[src/rtl/fetch_queue.sv]
// Instruction-fetch front end: PC generator, wait-request aware memory read
// handshake and a DEPTH-entry prefetch FIFO feeding Decode, with one-cycle redirect.
module fetch_queue #(
  parameter int                   WORD_SIZE = 16,
  parameter int                   DEPTH     = 4,
  parameter logic [WORD_SIZE-1:0] RESET_PC  = '0
) (
  input  logic                         Clock,
  input  logic                         Reset,
  output logic [WORD_SIZE-1:0]         InstrAddr,
  output logic                         InstrRead,
  input  logic [WORD_SIZE-1:0]         InstrIn,
  input  logic                         InstrWaitreq,
  input  logic                         Redirect,
  input  logic [WORD_SIZE-1:0]         RedirectPC,
  output logic                         OutValid,
  output logic [WORD_SIZE-1:0]         OutInstr,
  output logic [WORD_SIZE-1:0]         OutPC,
  input  logic                         OutReady,
  output logic [$clog2(DEPTH+1)-1:0]   Count
);

  localparam int PW = $clog2(DEPTH);
  localparam int CW = $clog2(DEPTH+1);
  localparam logic [CW-1:0] FULL_COUNT = CW'(DEPTH);

  logic [WORD_SIZE-1:0] fetch_pc_q, fetch_pc_d;
  logic [PW-1:0]        rd_ptr_q, rd_ptr_d;
  logic [PW-1:0]        wr_ptr_q, wr_ptr_d;
  logic [CW-1:0]        count_q, count_d;

  logic [WORD_SIZE-1:0] pc_mem_q    [DEPTH];
  logic [WORD_SIZE-1:0] instr_mem_q [DEPTH];

  logic push;
  logic pop;

  // Request eligibility uses only registered occupancy, so a full queue never
  // accepts a fetch in the same cycle Decode frees a slot.
  always_comb begin
    InstrAddr = fetch_pc_q;
    InstrRead = !Reset && !Redirect && (count_q < FULL_COUNT);
    push      = InstrRead && !InstrWaitreq;
    OutValid  = (count_q != '0);
    pop       = OutValid && OutReady && !Redirect;
    OutInstr  = instr_mem_q[rd_ptr_q];
    OutPC     = pc_mem_q[rd_ptr_q];
    Count     = count_q;
  end

  always_comb begin
    fetch_pc_d = fetch_pc_q;
    rd_ptr_d   = rd_ptr_q;
    wr_ptr_d   = wr_ptr_q;
    count_d    = count_q;
    if (Redirect) begin
      fetch_pc_d = RedirectPC;
      rd_ptr_d   = '0;
      wr_ptr_d   = '0;
      count_d    = '0;
    end else begin
      if (push) begin
        fetch_pc_d = fetch_pc_q + WORD_SIZE'(1);
        wr_ptr_d   = wr_ptr_q + PW'(1);
      end
      if (pop) begin
        rd_ptr_d = rd_ptr_q + PW'(1);
      end
      case ({push, pop})
        2'b10:   count_d = count_q + CW'(1);
        2'b01:   count_d = count_q - CW'(1);
        default: count_d = count_q;
      endcase
    end
  end

  always_ff @(posedge Clock) begin
    if (Reset) begin
      fetch_pc_q <= RESET_PC;
      rd_ptr_q   <= '0;
      wr_ptr_q   <= '0;
      count_q    <= '0;
    end else begin
      fetch_pc_q <= fetch_pc_d;
      rd_ptr_q   <= rd_ptr_d;
      wr_ptr_q   <= wr_ptr_d;
      count_q    <= count_d;
    end
  end

  // Storage needs no reset; entries are only observed once count says they are valid.
  always_ff @(posedge Clock) begin
    if (push) begin
      pc_mem_q[wr_ptr_q]    <= fetch_pc_q;
      instr_mem_q[wr_ptr_q] <= InstrIn;
    end
  end

  no_overflow: assert property (@(posedge Clock) disable iff (Reset)
    !(push && (count_q == FULL_COUNT)));
  no_underflow: assert property (@(posedge Clock) disable iff (Reset)
    !(pop && (count_q == '0)));

endmodule

[config.mk]
export PLATFORM = sky130hd
export DESIGN_NAME = fetch_queue
export DESIGN_NICKNAME = d
export VERILOG_FILES = /design/src/rtl/fetch_queue.sv
export SDC_FILE = /design/constraint.sdc
export NUM_CORES = 1
export LEC_CHECK = 0
export ABC_AREA = 1
export CORE_ASPECT_RATIO = 1.75
export CORE_MARGIN = 1.5
export CORE_UTILIZATION = 54
export DETAILED_ROUTE_END_ITERATION = 8
export PLACE_DENSITY = 0.86
export SLEW_MARGIN = 20
export SYNTH_ARGS = -nofsm -noshare
export SYNTH_HDL_FRONTEND = slang
export SYNTH_SLANG_ARGS = --single-unit
[constraint.sdc]
create_clock -name Clock -period 4.4 [get_ports Clock]
set_clock_uncertainty 0.15 [all_clocks]
set_input_delay 0.88 -clock Clock [delete_from_list [all_inputs] [get_ports Clock]]
set_output_delay 0.88 -clock Clock [all_outputs]
set_load 0.005 [all_outputs]
==> results of run 1 <==
placed cells by master (no fill, tap or decap), types with 2 or more instances in the layout:
cell type / count
nand4_1: 3
clkbuf_16: 17
buf_4: 8
a31oi_1: 3
xor2_1: 2
o21ai_2: 8
a21oi_1: 20
clkinv_4: 5
ha_1: 6
o21ai_1: 6
clkdlybuf4s50_1: 89
clkbuf_1: 3
nand2_1: 51
edfxtp_1: 128
nor2_1: 84
dfxtp_1: 24
o22ai_1: 32
nor2_4: 4
nand3_1: 18
clkinv_2: 5
o21ai_0: 73
inv_1: 45
sequential cells by signal (all words and copies together) (netlist names), named ones only:
| register | cells |
|---|---|
| rd_ptr_q | 2 |
| InstrAddr | 16 |
| Count | 3 |
| instr_mem_q | 64 |
| wr_ptr_q | 2 |
| pc_mem_q | 64 |
layout make-up:
cell class,count,area (sq um)
clock buffers,20,436.7
clock inverters,12,102.6
fillers,785,3616
inverters,47,181.4
multi-input cells,319,1649
flip-flops and latches,153,4345
well taps,135,168.9
repair buffers,97,950.9
cell families (layout without fill, tap and decap cells):
group | count (synthesis) | count (layout)
and+or+nand+nor | 165 | 165
DFF | 153 | 153
AOI/OAI and AO/OA | 144 | 144
adders and majority gates | 7 | 7
xor gates and xnor gates | 3 | 3
buffers and inverters | 73 | 176
stage by stage:
step / total power (W) / hold WS [ns] / cell area, sq um / utilization [%] / setup WS (ns)
after global routing: 0.003192 / 0.3706 / 7835 / 68.42 / 0.4491
final: 0.003105 / 0.3486 / 7835 / 68.42 / 0.5342
after detailed placement: 0.001813 / 0.3340 / 7296 / 63.71 / 1.031
after global placement: 0.001806 / 0.3145 / 7296 / 63.71 / 1.043
after CTS: 0.003116 / 0.3446 / 7835 / 68.42 / 0.5669
after floorplan: 0.001714 / 0.2856 / 6301 / - / 1.046
layer usage:
layer  vias to the layer above  track usage [%]
met1                      2154            24.12
met2                       217            40.95
met5                         -                0
li1                       2111                -
met4                         0            12.50
met3                        39            4.651
worst paths after layout:
check	startpoint	to	slack [ns]	depth (start not counted)
worst min register to register	rd_ptr_q[1]	rd_ptr_q[1]	0.35	2
worst min-delay path	rd_ptr_q[1]	rd_ptr_q[1]	0.35	2
worst max-delay path	flip-flop	OutPC[9]	0.53	5
worst max register to register	Count[2]	Count[2]	2.19	11
worst max-delay path, delay by kind of cell (launching register included):
| kind | cells | cell delay, ns |
|---|---|---|
| buf+inv | 3 | 1.55 |
| flops | 1 | 0.29 |
| compound gates | 2 | 0.55 |
power by group:
part           switching [W]  leakage, nW  internal, W
logic              0.0000778         1.11    0.0000871
clock network       0.000544        0.269     0.000775
registers          0.0000279         1.38      0.00159
==> impl_results.md, run 1 <==
* Status: completed
* Initial antenna violation count at 0
* Post-synth top cells: edfxtp_1 (128), nor2_1 (88), o21ai_0 (73), nand2_1 (51), inv_1 (45)
* Synth Area in Simple Gates at 11.04%
* Worst Max-Slew Pin Slew at 1.025 ns
* Total track usage at 22.66%
* First-iteration detailed-routing DRC count at 375
* CTS buffer count at 17
* Drt total wl at 13620 um
* Hold Violations, Final at 0
* Uppermost routed layer: met4
* Maximum VDD drop at 313.3 uV
* Synth Area per Inst at 11.56 sq um
* Die Y at 145.9 um
* Maxcap violations at 0
* Synth warn at 0
* Setup-failing EPs final at 0
* Dpl cells at 751
* Power Density at 396.3 nW/um^2
* Post-synthesis mux area share at 0%
* Period utilisation layout at 87.86%
* Clk_lat worst skew at 0.41 ns
* CP max stage cell: inv_1
* Hold buffer count at CTS at 0
* CTS max path bufs at 2
* # rows at 52
* Synth async-reset ratio at 0%
* FF+latch count, synth at 153
* Max H-tree Level at 4
* Resized Gates After CTS at 0
* Ports placed on the boundary at 90
* Dpl hpwl at 8298 um
* Most area-consuming cells after synthesis: edfxtp_1 (61%), dfxtp_1 (7.9%), o21ai_0 (5.8%), nor2_1 (5.2%), o22ai_1 (3.2%)
* Reg clk slew, reported paths at 0.06 ns
* Pleak at 2.756 nW
* First-pass GRT wire length at 21530 um
* Crit path arrival time at 2.84 ns
* CP startpoint kind: flip-flop
* Post-route insts no fill at 783
* Critical path type: reg -> out
* Highest Clock Rate at 258.7 MHz
* Vias at 4521
* Synth top area share at 61.00%
* Root buf cell: clkbuf_16
* Worst path max stage delay at 0.77 ns
* Die Width at 84.66 um
* Port Buffers at 89
* Post-synth EDFFs at 128
* Vias in the first global route at 4595
* Slew Viols, Final at 0
* GP Congestion at 0.8603
* Initial Utilization at 55.03%
* Met1 wire length at 4859 um
* Met2 routed WL at 7529 um
* DRC Markers at 0
* RSZ-0062 raised after global routing: no
* Top-count cell post-synth: edfxtp_1
* Setup TNS at 0 ns
* Worst path required time at 3.37 ns
* Final min period at 3.866 ns
* Vias per Instance at 5.774
* Type of the worst min-delay path: reg -> reg
* Mapped Nets at 589
* Core Area at 11450 sq um
* Antenna Violating Nets Remaining at 0
* Ant diodes at 0
* Met3 Wirelength at 810 um
* Area Overhead vs Synth at 24.34%
* Xor and xnor area share after synthesis at 0.4170%
* Clock sink total at 153
* Wire per inst at 17.39 um
* Post CTS Setup Buffer Count at 0
* Top_reg_cell synth: edfxtp_1
* Largest net degree at the start of global routing at 65
* Gate Count Post-Synth at 545
* Share of post-route cells with drive strength above 1 at 8.796%
* Slew Limit Headroom at 31.55%
* Final nets at 679
* GRT overflow at 0
* Crit end category: primary output
* Area share of fa/ha/maj cells after synthesis at 1.509%
* Register area share after synthesis at 68.94%
* Compound-gate portion of the synthesized area at 12.73%
* Worst Path Max Fanout at 33
* Synth area leader: edfxtp_1
* First-pass DRT Iterations at 5
* Critical path cell sequence: buf_4 -> inv_1 -> o21ai_0 -> o22ai_1 -> clkdlybuf4s50_1
* Main combinational cell family by area after synthesis: compound AO/OA/AOI/OAI gates
* Synthesized cell area at 6301 sq um
* Synth unique cells at 32
* TritonCTS clock tree: yes
* Die ar. at 12350 sq um
(Power assumes the default switching activity.)
==> inputs of run 2 (changes only) <==
CORE_UTILIZATION = 63   (was 54)
DONT_BUFFER_PORTS = 1   (was not set)
==> run 2 against run 1 <==
  * First-iteration DRC count is 30% lower
  * Sequential power barely moved
  * Critical path depth is 2 lower
  * Critical endpoint is now OutPC[3]
  * Highest routed layer unchanged
  * Register-to-register slack lost 0.18 ns
  * Worst hold slack worse by 0.0063 ns
  * Worst setup slack improved by 0.83 ns
  * Clock-buffer cell count unchanged
  * Flip-flop and latch count unchanged
==> impl_results.md, run 2 (synthesized netlist as in run 1, its figures left out) <==
* Slew Limit Headroom at 30.48%
* Reg2reg start: Count[2]
* Root buf cell: clkbuf_16
* RSZ-0062 raised after global routing: no
* Port Buffers at 0
* First-pass GRT wire length at 19960 um
* Wire per inst at 19.21 um
* Clock sink total at 153
* Highest Clock Rate at 329.0 MHz
* Die Y at 135.3 um
* Area Overhead vs Synth at 11.32%
* Hold buffer count at CTS at 0
* Gr busiest metal: met2
* DRC Markers at 0
* CTS buffer count at 17
* Initial antenna violation count at 0
* Hold WS at 0.3422 ns
* Met1 GRT Util at 26.11%
* Max H-tree Level at 4
* Maximum VDD drop at 375.0 uV
* Final Instance Area at 7014 sq um
* Antenna Violating Nets Remaining at 0
* GP Congestion at 0.8773
* Worst Reg-to-Reg Cells at 11
* Share of post-route cells with drive strength above 1 at 9.584%
* TritonCTS clock tree: yes
* Largest net degree at the start of global routing at 65
* Crit end category: primary output
* Drt total wl at 13030 um
* Worst Path Max Fanout at 64
* Post CTS Setup Buffer Count at 0
* Pleak at 2.439 nW
* Final Core Density at 71.65%
* GRT overflow at 0
* Maxcap violations at 0
* Final min period at 3.040 ns
* Power Density at 474.3 nW/um^2
* Slew Viols, Final at 0
* Initial Utilization at 64.37%
* Met2 Usage GRT at 47.08%
* Core Area at 9789 sq um
* Hold Violations, Final at 0
* Vias at 4047
* # rows at 48
* First-iteration detailed-routing DRC count at 263
* CP startpoint kind: flip-flop
* DP Area at 6347 sq um
* Period utilisation layout at 69.08%
* First-pass DRT Iterations at 5
* Met3 Usage GRT at 6.465%
* Dpl hpwl at 7785 um
* Final nets at 584
* Crit path arrival time at 2.01 ns
* Die Width at 78.60 um
* Total track usage at 25.31%
* Type of the worst min-delay path: reg -> reg
* Setup-failing EPs final at 0
* Reg clk slew, reported paths at 0.06 ns
* Ports placed on the boundary at 90
* Die ar. at 10630 sq um
* Vias per Instance at 5.969
* Most frequent cells in the layout: edfxtp_1 (128), nor2_1 (84), o21ai_0 (73)
* CTS max path bufs at 2
* Worst Max-Slew Pin Slew at 1.040 ns
* Commonest non-fill, non-tap cell in the layout: edfxtp_1
* Status: completed
* Resized Gates After CTS at 0
* Clk_lat worst skew at 0.41 ns
* Vias in the first global route at 4058
* Setup TNS at 0 ns
* R2R Path End: Count[2]
* Worst Setup EP: OutPC[3]
* Ant diodes at 0
* Worst path required time at 3.37 ns
* R2R Setup Slk at 2.01 ns
* Critical path type: reg -> out
* Total Power at 0.003327 W
-- run 2: changes by cell type in the layout (fill, tap and decap cells not counted), sizes merged --
| cell | previous run | this run |
|---|---|---|
| buf | 8 | 2 |
| clkinv | 11 | 5 |
| bufinv | 1 | 6 |
| clkinvlp | 0 | 1 |
| clkdlybuf4s50 | 89 | 0 |
-- run 2: through the flow --
step	instances	setup WS (ns)
CTS	678	1.345
global route	678	1.239
finish	678	1.360
floorplan	545	1.046
global placement	646	1.766
detailed placement	646	1.693
-- run 2: power breakdown --
| part | switching, W | leakage (nW) | internal [W] |
|---|---|---|---|
| Sequential | 0.0000290 | 1.38 | 0.00159 |
| Clock | 0.000547 | 0.324 | 0.00108 |
| Combinational | 0.0000527 | 0.736 | 0.0000255 |
| Total | 0.000629 | 2.44 | 0.00270 |
-- run 2: layout make-up --
class	instances	area, sq um
fill	679	2775
clock buffer	20	446.7
tap	125	156.4
inverter	47	181.4
multi-input combinational	319	1649
clock inverter	12	220.2
sequential	153	4345
timing repair buffer	2	15.01
-- run 2: per-layer routing --
layer | vias to the layer above | routed length (um)
met5 | - | 0
met1 | 1978 | 4734
met3 | 27 | 676
li1 | 1909 | -
met4 | 0 | 285
met2 | 133 | 7331
-- run 2: how the worst min path moves through the flow --
stage                              to  slack, ns  cells past startpoint         from
after floorplan             flip-flop       0.29                      2  rd_ptr_q[1]
after global placement    rd_ptr_q[1]       0.31                      2  rd_ptr_q[1]
after detailed placement    flip-flop       0.32                      2  rd_ptr_q[1]
after CTS                 rd_ptr_q[1]       0.34                      2  rd_ptr_q[1]
after global routing        flip-flop       0.36                      2  rd_ptr_q[1]
final                       flip-flop       0.34                      2  rd_ptr_q[1]
-- run 2: worst max-delay path: stages, from the launching register on --
cell	delay (ns)
dfxtp_2	0.32
inv_2	0.71
o21ai_0	0.20
o22ai_1	0.34
